===== src/rtl/cw305_axi_initiator.sv =====
// cw305_axi_initiator: one-outstanding AXI4-Lite master driven by CW305
// host commands, with a bounded wait on the B/R response channels.
module cw305_axi_initiator #(
  parameter int unsigned TIMEOUT_CYCLES = 255,
  parameter int unsigned TIMEOUT_W      = 8
) (
  input  logic        clk,
  input  logic        resetn,
  input  logic        cmd_valid,
  output logic        cmd_ready,
  input  logic        cmd_write,
  input  logic        cmd_insn,
  input  logic [31:0] cmd_addr,
  input  logic [31:0] cmd_wdata,
  input  logic [3:0]  cmd_wstrb,
  output logic        rsp_valid,
  output logic [31:0] rsp_rdata,
  output logic        rsp_timeout,
  output logic        busy,
  output logic        mem_axi_awvalid,
  input  logic        mem_axi_awready,
  output logic [31:0] mem_axi_awaddr,
  output logic [2:0]  mem_axi_awprot,
  output logic        mem_axi_wvalid,
  input  logic        mem_axi_wready,
  output logic [31:0] mem_axi_wdata,
  output logic [3:0]  mem_axi_wstrb,
  input  logic        mem_axi_bvalid,
  output logic        mem_axi_bready,
  output logic        mem_axi_arvalid,
  input  logic        mem_axi_arready,
  output logic [31:0] mem_axi_araddr,
  output logic [2:0]  mem_axi_arprot,
  input  logic        mem_axi_rvalid,
  output logic        mem_axi_rready,
  input  logic [31:0] mem_axi_rdata
);

  typedef enum logic [2:0] {
    S_IDLE,
    S_WADDR,
    S_WRESP,
    S_RADDR,
    S_RDATA
  } state_t;

  localparam logic LP_TMO_EN = (TIMEOUT_CYCLES != 0);
  localparam logic [TIMEOUT_W-1:0] LP_LAST =
    TIMEOUT_W'((TIMEOUT_CYCLES == 0) ? 32'd0 : TIMEOUT_CYCLES - 32'd1);

  state_t               r_state;
  state_t               w_state_nxt;
  logic                 r_cmd_ready;
  logic                 r_busy;
  logic                 r_rsp_valid;
  logic                 r_rsp_timeout;
  logic [31:0]          r_rsp_rdata;
  logic                 r_awvalid;
  logic [31:0]          r_awaddr;
  logic                 r_wvalid;
  logic [31:0]          r_wdata;
  logic [3:0]           r_wstrb;
  logic                 r_bready;
  logic                 r_arvalid;
  logic [31:0]          r_araddr;
  logic [2:0]           r_arprot;
  logic                 r_rready;
  logic [TIMEOUT_W-1:0] r_cnt;

  logic                 w_cmd_ready_nxt;
  logic                 w_rsp_valid_nxt;
  logic                 w_rsp_timeout_nxt;
  logic [31:0]          w_rsp_rdata_nxt;
  logic                 w_awvalid_nxt;
  logic [31:0]          w_awaddr_nxt;
  logic                 w_wvalid_nxt;
  logic [31:0]          w_wdata_nxt;
  logic [3:0]           w_wstrb_nxt;
  logic                 w_bready_nxt;
  logic                 w_arvalid_nxt;
  logic [31:0]          w_araddr_nxt;
  logic [2:0]           w_arprot_nxt;
  logic                 w_rready_nxt;
  logic [TIMEOUT_W-1:0] w_cnt_nxt;

  logic w_acc;
  logic w_aw_left;
  logic w_w_left;
  logic w_ar_hs;
  logic w_b_hs;
  logic w_r_hs;
  logic w_tmo;

  // cmd_ready is only ever high in IDLE, so it also gates acceptance
  assign w_acc     = cmd_valid & r_cmd_ready;
  assign w_aw_left = r_awvalid & ~mem_axi_awready;
  assign w_w_left  = r_wvalid & ~mem_axi_wready;
  assign w_ar_hs   = r_arvalid & mem_axi_arready;
  assign w_b_hs    = r_bready & mem_axi_bvalid;
  assign w_r_hs    = r_rready & mem_axi_rvalid;
  assign w_tmo     = LP_TMO_EN & (r_cnt == LP_LAST);

  always_ff @(posedge clk or negedge resetn) begin
    if (!resetn) begin
      r_state       <= S_IDLE;
      r_cmd_ready   <= 1'b0;
      r_busy        <= 1'b1;
      r_rsp_valid   <= 1'b0;
      r_rsp_timeout <= 1'b0;
      r_rsp_rdata   <= '0;
      r_awvalid     <= 1'b0;
      r_awaddr      <= '0;
      r_wvalid      <= 1'b0;
      r_wdata       <= '0;
      r_wstrb       <= '0;
      r_bready      <= 1'b0;
      r_arvalid     <= 1'b0;
      r_araddr      <= '0;
      r_arprot      <= '0;
      r_rready      <= 1'b0;
      r_cnt         <= '0;
    end else begin
      r_state       <= w_state_nxt;
      r_cmd_ready   <= w_cmd_ready_nxt;
      r_busy        <= ~w_cmd_ready_nxt;
      r_rsp_valid   <= w_rsp_valid_nxt;
      r_rsp_timeout <= w_rsp_timeout_nxt;
      r_rsp_rdata   <= w_rsp_rdata_nxt;
      r_awvalid     <= w_awvalid_nxt;
      r_awaddr      <= w_awaddr_nxt;
      r_wvalid      <= w_wvalid_nxt;
      r_wdata       <= w_wdata_nxt;
      r_wstrb       <= w_wstrb_nxt;
      r_bready      <= w_bready_nxt;
      r_arvalid     <= w_arvalid_nxt;
      r_araddr      <= w_araddr_nxt;
      r_arprot      <= w_arprot_nxt;
      r_rready      <= w_rready_nxt;
      r_cnt         <= w_cnt_nxt;
    end
  end

  always_comb begin
    w_state_nxt = r_state;
    unique case (r_state)
      S_IDLE: begin
        if (w_acc) begin
          w_state_nxt = cmd_write ? S_WADDR : S_RADDR;
        end
      end
      S_WADDR: begin
        if (!w_aw_left && !w_w_left) begin
          w_state_nxt = S_WRESP;
        end
      end
      S_WRESP: begin
        if (w_b_hs || w_tmo) begin
          w_state_nxt = S_IDLE;
        end
      end
      S_RADDR: begin
        if (w_ar_hs) begin
          w_state_nxt = S_RDATA;
        end
      end
      S_RDATA: begin
        if (w_r_hs || w_tmo) begin
          w_state_nxt = S_IDLE;
        end
      end
      default: w_state_nxt = S_IDLE;
    endcase
  end

  always_comb begin
    w_cmd_ready_nxt = (w_state_nxt == S_IDLE);
    w_awvalid_nxt   = (w_acc & cmd_write) | w_aw_left;
    w_wvalid_nxt    = (w_acc & cmd_write) | w_w_left;
    w_arvalid_nxt   = (w_acc & ~cmd_write) | (r_arvalid & ~mem_axi_arready);
    w_bready_nxt    = (w_state_nxt == S_WRESP);
    w_rready_nxt    = (w_state_nxt == S_RDATA);

    w_rsp_valid_nxt = (r_state == S_WRESP || r_state == S_RDATA) &&
                      (w_state_nxt == S_IDLE);
    // a response landing on the limit cycle still counts as a response
    w_rsp_timeout_nxt = w_rsp_valid_nxt & ~(w_b_hs | w_r_hs);
    w_rsp_rdata_nxt   = r_rsp_rdata;
    if (w_r_hs) begin
      w_rsp_rdata_nxt = mem_axi_rdata;
    end else if (w_rsp_timeout_nxt) begin
      w_rsp_rdata_nxt = 32'hFFFF_FFFF;
    end

    w_awaddr_nxt = r_awaddr;
    w_wdata_nxt  = r_wdata;
    w_wstrb_nxt  = r_wstrb;
    w_araddr_nxt = r_araddr;
    w_arprot_nxt = r_arprot;
    if (w_acc && cmd_write) begin
      w_awaddr_nxt = {cmd_addr[31:2], 2'b00};
      w_wdata_nxt  = cmd_wdata;
      w_wstrb_nxt  = cmd_wstrb;
    end
    if (w_acc && !cmd_write) begin
      w_araddr_nxt = {cmd_addr[31:2], 2'b00};
      w_arprot_nxt = {cmd_insn, 2'b00};
    end

    w_cnt_nxt = '0;
    if ((w_state_nxt == r_state) &&
        (r_state == S_WRESP || r_state == S_RDATA)) begin
      w_cnt_nxt = r_cnt + 1'b1;
    end
  end

  assign cmd_ready       = r_cmd_ready;
  assign busy            = r_busy;
  assign rsp_valid       = r_rsp_valid;
  assign rsp_timeout     = r_rsp_timeout;
  assign rsp_rdata       = r_rsp_rdata;
  assign mem_axi_awvalid = r_awvalid;
  assign mem_axi_awaddr  = r_awaddr;
  assign mem_axi_awprot  = 3'b000;
  assign mem_axi_wvalid  = r_wvalid;
  assign mem_axi_wdata   = r_wdata;
  assign mem_axi_wstrb   = r_wstrb;
  assign mem_axi_bready  = r_bready;
  assign mem_axi_arvalid = r_arvalid;
  assign mem_axi_araddr  = r_araddr;
  assign mem_axi_arprot  = r_arprot;
  assign mem_axi_rready  = r_rready;

endmodule


===== config.mk =====
export PLATFORM = sky130hd
export DESIGN_NAME = cw305_axi_initiator
export DESIGN_NICKNAME = d
export VERILOG_FILES = /design/src/rtl/cw305_axi_initiator.sv
export SDC_FILE = /design/constraint.sdc
export NUM_CORES = 1
export LEC_CHECK = 0
export BUFFER_PORTS_ARGS = -buffer_cell sky130_fd_sc_hd__buf_4
export CAP_MARGIN = 20
export CORE_MARGIN = 3
export CORE_UTILIZATION = 50
export DETAILED_ROUTE_END_ITERATION = 6
export PLACE_DENSITY = 0.82
export RECOVER_POWER = 50
export SLEW_MARGIN = 20
export SYNTH_ARGS = -nofsm -noshare
export SYNTH_HDL_FRONTEND = slang
export SYNTH_SLANG_ARGS = --single-unit
export TNS_END_PERCENT = 10

===== constraint.sdc =====
create_clock -name clk -period 3.4 [get_ports clk]
set_input_delay 0.17 -clock clk [delete_from_list [all_inputs] [get_ports clk]]
set_output_delay 0.17 -clock clk [all_outputs]
set_load 0.1 [all_outputs]

# Word level (Yosys, flattened, before mapping)
# Index checks and enable logic that the tools add are counted.
# op_classes
addsub,1
eq_ne,8
n_mux,10
bitwise,20
reduce_logical,14
# ops
cell,count
two-way mux 32 bit,2
two-way mux 3 bit,5
one-hot mux 3 bit (5 select lines),1
bitwise AND 1 bit,10
"equality test 3 x 2 -> 1 bit, second input constant",3
"adder 8 x 1 -> 8 bit, second input constant",1
"equality test 8 bit, second input constant",1
two-way mux 8 bit,1
"equality test 3 bit, second input constant",2
zero test 3 bit,2
inverter 1 bit,6
logical AND 1 bit,5
bitwise OR 1 bit,4
"equality test 3 x 1 -> 1 bit, second input constant",1
equality test 3 bit,1
zero test 1 bit,3
logical OR 1 bit,3
two-way mux 2 bit,1
nonzero test 2 bit,1
# totals
reg_bits,149
input_bits,110
output_inout_bits,147

# Longest topological paths before layout
# Gate-level depths: netlist of the first run.
# logic_depth
word_depth,11
depth_mapped,8

# Worst setup path before layout of the first run
# No wires, ideal clock.
# synth_path
path_type,reg2reg
from,"register r_awvalid, in the netlist mem_axi_awvalid"
to,"register r_rsp_rdata[22], in the netlist rsp_rdata[22]"
setup_time_ns,0.123
t_arrival_ns,1.980
t_required_ns,3.277
setup_slack_ns,1.297
path_stages_with_launch,7
n_path_buf,1
synth_period_minus_slack_ns,2.103
cell_sequence,dfrtp_1 nand2b_1 a21o_1 a311o_2 nand3_4 buf_8 nand3_2
# synth_via
elab_chain_len,9
# synth_lines
item,line_no,rtl
"start, declared",58,logic r_awvalid;
"start signal, assigned",129,r_awvalid <= w_awvalid_nxt;
bitwise AND 1 bit,96,assign w_aw_left = r_awvalid & ~mem_axi_awready;
zero test 1 bit,152,if (!w_aw_left && !w_w_left) begin
logical AND 1 bit,152,
two-way mux 3 bit,152,
one-hot mux 3 bit (5 select lines),145,unique case (r_state)
zero test 3 bit,184,(w_state_nxt == S_IDLE);
logical AND 1 bit,183,w_rsp_valid_nxt = (r_state == S_WRESP || r_state == S_RDATA) &&
bitwise AND 1 bit,186,w_rsp_timeout_nxt = w_rsp_valid_nxt & ~(w_b_hs | w_r_hs);
nonzero test 2 bit (no source line),n/a,
"end signal, assigned",128,r_rsp_rdata <= w_rsp_rdata_nxt;
"end, declared",57,logic [31:0] r_rsp_rdata;
# Every way passes these cells.
# A chain may end at the register's enable or synchronous reset.

==> results.sh, run 1 <==
export IMPL_firstDrtPassIters=4
export IMPL_wl_per_cell_um=19.17
export IMPL_ys_ff_latch=149
export IMPL_grt_pass1_wl_um=28160
export IMPL_cp_num_buf_inv=2
export IMPL_reg2reg_depth=7
export IMPL_min_to="mem_axi_araddr[5]"
export IMPL_nets=899
export IMPL_fin_worst_skew_ns=0.009932
export IMPL_synth_cells=441
export IMPL_hold_path_class="in2reg"
export IMPL_worstMarginPinSlew_ns=2.099
export IMPL_cp_slowest_cell="clkbuf_2"
export IMPL_startpoint="resetn"
export IMPL_async_reset_ff_frac=1.000
export IMPL_hp_start="cmd_addr[5]"
export IMPL_antenna_found_initial=0
export IMPL_drv_slew=85
export IMPL_route_detailed_drc=0
export IMPL_hold_viol_final=0
export IMPL_synth_edf_count=0
export IMPL_nFillCells=762
export IMPL_path_cells="dlygate4sd3_1, clkbuf_2"
export IMPL_min_period_over_period=0.6301
export IMPL_track_usage=0.2821
export IMPL_fmax_mhz=466.8
export IMPL_hold_depth=2
export IMPL_rows=39
export IMPL_min_period_ns=2.142
export IMPL_synth_area_per_cell_um2=13.38
export IMPL_critical_path_required_ns=3.50
export IMPL_rr_endpoint="rsp_rdata[16]"
export IMPL_area_delta_synth_final_pct=49.69
export IMPL_worst_r2r_startpoint="r_cnt[0]"
export IMPL_vias_per_cell=5.116
export IMPL_arrival_ns=2.25
export IMPL_post_synth_top_area_cell="dfrtp_1"
export IMPL_cts_resized=0
export IMPL_synth_main_ff_cell="dfrtp_1"
export IMPL_startpoint_type="input port"
export IMPL_hpwlAfterDp_um=10590
export IMPL_maxSlewHeadroom=-0.3994
export IMPL_top_usage_layer="met2"
export IMPL_cts_sink_count=149
export IMPL_status="complete, but fails checks"
export IMPL_cts_root_buf="clkbuf_16"
export IMPL_io_buffers=245
export IMPL_crit_path_max_fanout=85
export IMPL_grt_max_degree=86
export IMPL_grt_setup_unrepaired="false"
export IMPL_synth_top_area_frac=0.6275
export IMPL_gp_congestion=0.8134
export IMPL_synth_commonest_cells="148 x dfrtp_1, 97 x mux2_2, 69 x nand2_1"
export IMPL_crit_family="buffers and inverters"
export IMPL_yosysMostFrequentCell="dfrtp_1"
export IMPL_drtAntennaViolNets=0
export IMPL_clk_latency_ns=0.42
export IMPL_die_x_um=114.6
export IMPL_grt_pass1_vias=5355
export IMPL_ys_types=42
export IMPL_io_pin_count=257
export IMPL_vias=4814
export IMPL_yosysWarnings=0
export IMPL_core_um2=11470
export IMPL_tritoncts="yes"
export IMPL_grtUsageMet1=0.3140
export IMPL_crit_path_end_kind="asynchronous set/reset pin"
export IMPL_worstSetupPathType="in2async"
export IMPL_drive_above_1_share=0.3250
export IMPL_synth_area_leaders="dfrtp_1 63%, mux2_2 19%, nand2_1 4.4%, nand3_1 2.5%, nand3_2 1.5%"
export IMPL_r2r_slack_ns=1.36
export IMPL_cts_made_buffers=17
export IMPL_seq_area_frac_synth=0.6320
export IMPL_violations="capacitance limit, slew limit"
export IMPL_maxCapViolations=1
export IMPL_die_area_um2=13140
export IMPL_clk_pin_slew_worst_paths_ns=0.06
export IMPL_totalWireLength_um=18040
export IMPL_first_iter_violations=249
export IMPL_cts_buffer_depth=2
export IMPL_synth_area_um2=5902
export IMPL_start_util=0.5147
export IMPL_met3_usage=0.09672
export IMPL_die_h_um=114.6
export IMPL_max_stage_delay_ns=1.50
export IMPL_overflow=0
export IMPL_cts_max_level=4
export IMPL_setup_tns_ns=0
export IMPL_finalSetupViolCount=0
export IMPL_use_met2=0.4917
==> placed cells by master (no fill, tap or decap), types with 3 or more instances in the layout <==
cell type,Yosys,final
dfrtp_1,148,148
clkbuf_1,8,136
buf_4,9,115
dlygate4sd3_1,0,99
mux2_2,97,97
nand2_1,69,69
nand3_1,29,28
clkbuf_16,0,17
nor2_1,10,11
nand3_2,9,10
conb_1,1,9
inv_1,6,6
clkinv_2,1,6
o21ai_0,4,4
xor2_1,4,4
nand2b_1,3,3
xnor2_1,3,3
==> registers in the layout, summed over array words and instances, names as in the netlist, 3 cells and up <==
name            count
mem_axi_araddr     30
mem_axi_awaddr     30
mem_axi_wdata      32
mem_axi_wstrb       4
r_cnt               8
r_state             3
rsp_rdata          32
==> layer usage <==
metal / part of all wire / vias up
met3: 0.090 / 42
met4: 0.027 / 0
met1: 0.36 / 2355
met5: 0 / -
met2: 0.52 / 241
li1: - / 2176
==> metrics by stage <==
stage	hold slack, ns	cells	area, um2	setup slack, ns	utilization
2_1_floorplan	-0.1256	449	5932	1.297	-
3_3_place_gp	0.2566	812	7826	1.294	0.6825
3_5_place_dp	0.2755	812	7826	1.225	0.6825
4_1_cts	0.0009769	939	9330	1.198	0.8136
5_1_grt	0.01126	940	8832	0.9004	0.7702
6_report	0.01949	941	8835	1.258	0.7704
==> repair_timing <==
item / in CTS / in global routing
endpoints found under the hold margin: 201 / 2
hold buffers: 98 / 1
setup buffers: 0 / 0
==> final cells by class <==
cell class                      count  area [um2]  share of cell area
Sequential cell                   149        3730              0.4222
Timing Repair Buffer              348        2375              0.2688
Multi-Input combinational cell    263        1994              0.2257
Clock buffer                       23       467.9             0.05297
Tap cell                          143       178.9             0.02025
Clock inverter                      6       55.05            0.006231
Inverter                            8       31.28            0.003541
Antenna cell                        1       2.502           0.0002832
==> worst max-delay path by stage <==
stage                               to  cells past startpoint
global route         mem_axi_wdata[24]                      2
CTS                      rsp_rdata[16]                      5
finish              mem_axi_awaddr[16]                      2
detailed placement       rsp_rdata[16]                      5
floorplan                rsp_rdata[22]                      6
global placement          rsp_rdata[4]                      5
==> kinds of logic after synthesis <==
logic type                 after synthesis  synth area share
muxes                                   97            0.1851
DFF                                    149            0.6320
adders and majority gates                2          0.004239
AOI/OAI and AO/OA                       14           0.01866
and+or+nand+nor                        134            0.1141
other                                    1         0.0006354
buffers and inverters                   37           0.03498
xor gates and xnor gates                 7           0.01039
Power of run 1 is not shown: default switching activity piles up to over one toggle a cycle in this logic, so the estimate is an artifact.
==> inputs of run 2 (changes only) <==
- ABC_AREA: not set -> 1
- CORE_UTILIZATION: 50 -> 47
- PLACE_DENSITY: 0.82 -> 0.77
- clock period: 3.4 -> 2.1 ns (I/O delays scaled with it)
==> results.sh, run 2 <==
export IMPL_crit_path_end_kind="flop"
export IMPL_drtAntennaViolNets=0
export IMPL_core_um2=12160
export IMPL_synth_area_leaders="dfrtp_1 63%, mux2_2 6.8%, nand2_1 6.8%, mux2i_1 5.4%, o21ai_0 5.2%"
export IMPL_yosysMostFrequentCell="dfrtp_1"
export IMPL_finalSetupViolCount=0
export IMPL_dpl_cell_area_um2=7938
export IMPL_synth_edf_count=0
export IMPL_cts_buffer_depth=2
export IMPL_worstMarginPinSlew_ns=1.300
export IMPL_cts_max_level=4
export IMPL_cts_hold_buf=101
export IMPL_ys_types=26
export IMPL_track_usage=0.2484
export IMPL_synth_area_um2=5926
export IMPL_start_util=0.4872
export IMPL_vias_per_cell=4.735
export IMPL_final_cell_area_um2=9229
export IMPL_antenna_found_initial=3
export IMPL_tritoncts="yes"
export IMPL_min_period_ns=1.911
export IMPL_maxSlewHeadroom=0.1336
export IMPL_io_pin_count=257
export IMPL_grt_pass1_wl_um=27620
export IMPL_cts_root_buf="clkbuf_16"
export IMPL_die_x_um=118.3
export IMPL_synth_cells=527
export IMPL_overflow=0
export IMPL_synth_top_area_frac=0.6250
export IMPL_cts_resized=0
export IMPL_first_iter_violations=354
export IMPL_fin_cells=1061
export IMPL_die_h_um=118.3
export IMPL_cp_slowest_cell="clkbuf_2"
export IMPL_rows=40
export IMPL_final_cell_mix="190 x buf_4, 148 x dfrtp_1, 105 x nand2_1"
export IMPL_cts_sink_count=149
export IMPL_grt_pass1_vias=5391
export IMPL_post_cts_buffers=0
export IMPL_synth_commonest_cells="148 x dfrtp_1, 107 x nand2_1, 61 x o21ai_0"
export IMPL_cts_made_buffers=17
export IMPL_nets=991
export IMPL_critical_path_required_ns=2.38
export IMPL_seq_area_frac_synth=0.6294
export IMPL_path_cells="nand2_1, inv_1, nand2_4, clkbuf_2, mux2_2"
export IMPL_max_stage_delay_ns=0.75
export IMPL_grt_max_degree=54
export IMPL_status="completed"
export IMPL_io_buffers=245
export IMPL_synth_main_ff_cell="dfrtp_1"
export IMPL_final_common_cell="buf_4"
export IMPL_drive_above_1_share=0.3221
export IMPL_clk_pin_slew_worst_paths_ns=0.06
export IMPL_min_period_over_period=0.9098
export IMPL_fin_worst_skew_ns=0.005390
export IMPL_yosysWarnings=0
export IMPL_nFillCells=791
export IMPL_dpl_cell_count=927
export IMPL_post_synth_top_area_cell="dfrtp_1"
export IMPL_ys_ff_latch=149
export IMPL_hold_path_class="in2reg"
export IMPL_wl_per_cell_um=15.93
export IMPL_grt_setup_unrepaired="false"
export IMPL_firstDrtPassIters=5
export IMPL_die_area_um2=13990
export IMPL_totalWireLength_um=16900
export IMPL_setup_tns_ns=0
export IMPL_vias=5024
export IMPL_worstSetupPathType="reg2reg"
export IMPL_synth_area_per_cell_um2=11.24
export IMPL_drv_slew=0
export IMPL_clk_latency_ns=0.40
export IMPL_gp_congestion=0.8525
export IMPL_hpwlAfterDp_um=10580
export IMPL_route_detailed_drc=0
export IMPL_crit_path_max_fanout=50
export IMPL_fmax_mhz=523.4
export IMPL_hold_viol_final=0
export IMPL_arrival_ns=2.19
export IMPL_area_delta_synth_final_pct=55.74
export IMPL_maxCapViolations=0
export IMPL_async_reset_ff_frac=1.000
export IMPL_startpoint_type="flop"
## run 2: path summary, 6_finish.rpt
check                           depth (start not counted)                  to  slack (ns)          startpoint
min in group asynchronous                               2   mem_axi_araddr[2]        0.51              resetn
worst max-delay path                                    5   mem_axi_wdata[12]        0.19           cmd_ready
worst max register to register                          5   mem_axi_wdata[12]        0.19           cmd_ready
worst min register to register                          2  mem_axi_awaddr[28]        0.48  mem_axi_awaddr[28]
worst min-delay path                                    3   mem_axi_araddr[2]        0.02         cmd_addr[2]
max in group asynchronous                               3   mem_axi_araddr[8]        0.41              resetn
## run 2: area by class of cell
cell class | instances | area, um2 | area share
antenna | 2 | 5.005 | 0.0005423
clock buffer | 27 | 513.0 | 0.05559
clock inverter | 4 | 20.02 | 0.002169
inverter | 48 | 180.2 | 0.01952
multi-input combinational | 307 | 1874 | 0.2031
sequential | 149 | 3730 | 0.4041
tap | 168 | 210.2 | 0.02278
timing repair buffer | 356 | 2696 | 0.2922
## run 2: metrics by stage
step / utilization / setup slack, ns / hold WS (ns)
3_3_place_gp: 0.6527 / 0.3577 / 0.07532
2_1_floorplan: - / 0.06319 / -0.1906
3_5_place_dp: 0.6527 / 0.2583 / 0.08752
6_report: 0.7588 / 0.1894 / 0.01968
4_1_cts: 0.7796 / 0.2577 / 0.001226
5_1_grt: 0.7588 / 0.05105 / 0.02539
## run 2: kinds of logic after synthesis
kind of cell / Yosys count / synth area share
simple gates: 160 / 0.1206
flops: 149 / 0.6294
buf+inv: 79 / 0.06102
mux: 68 / 0.1225
compound gates: 62 / 0.05279
xor+xnor: 6 / 0.008868
fa+ha+maj: 2 / 0.004222
other cells: 1 / 0.0006328
## run 2: worst max-delay path, delay by kind of cell (launching register included)
kind	cells	cell delay [ns]
mux	1	0.43
flops	1	0.38
simple gates	2	0.15
buf+inv	2	0.83
## run 2: per-layer routing
layer,wire (um),up-vias,global-route usage
li1,-,2368,-
met1,6183,2400,0.2821
met2,8849,212,0.4266
met3,1365,42,0.08612
met4,491,2,0.1040
met5,13,-,0
Power of run 2 is left out for the same reason.
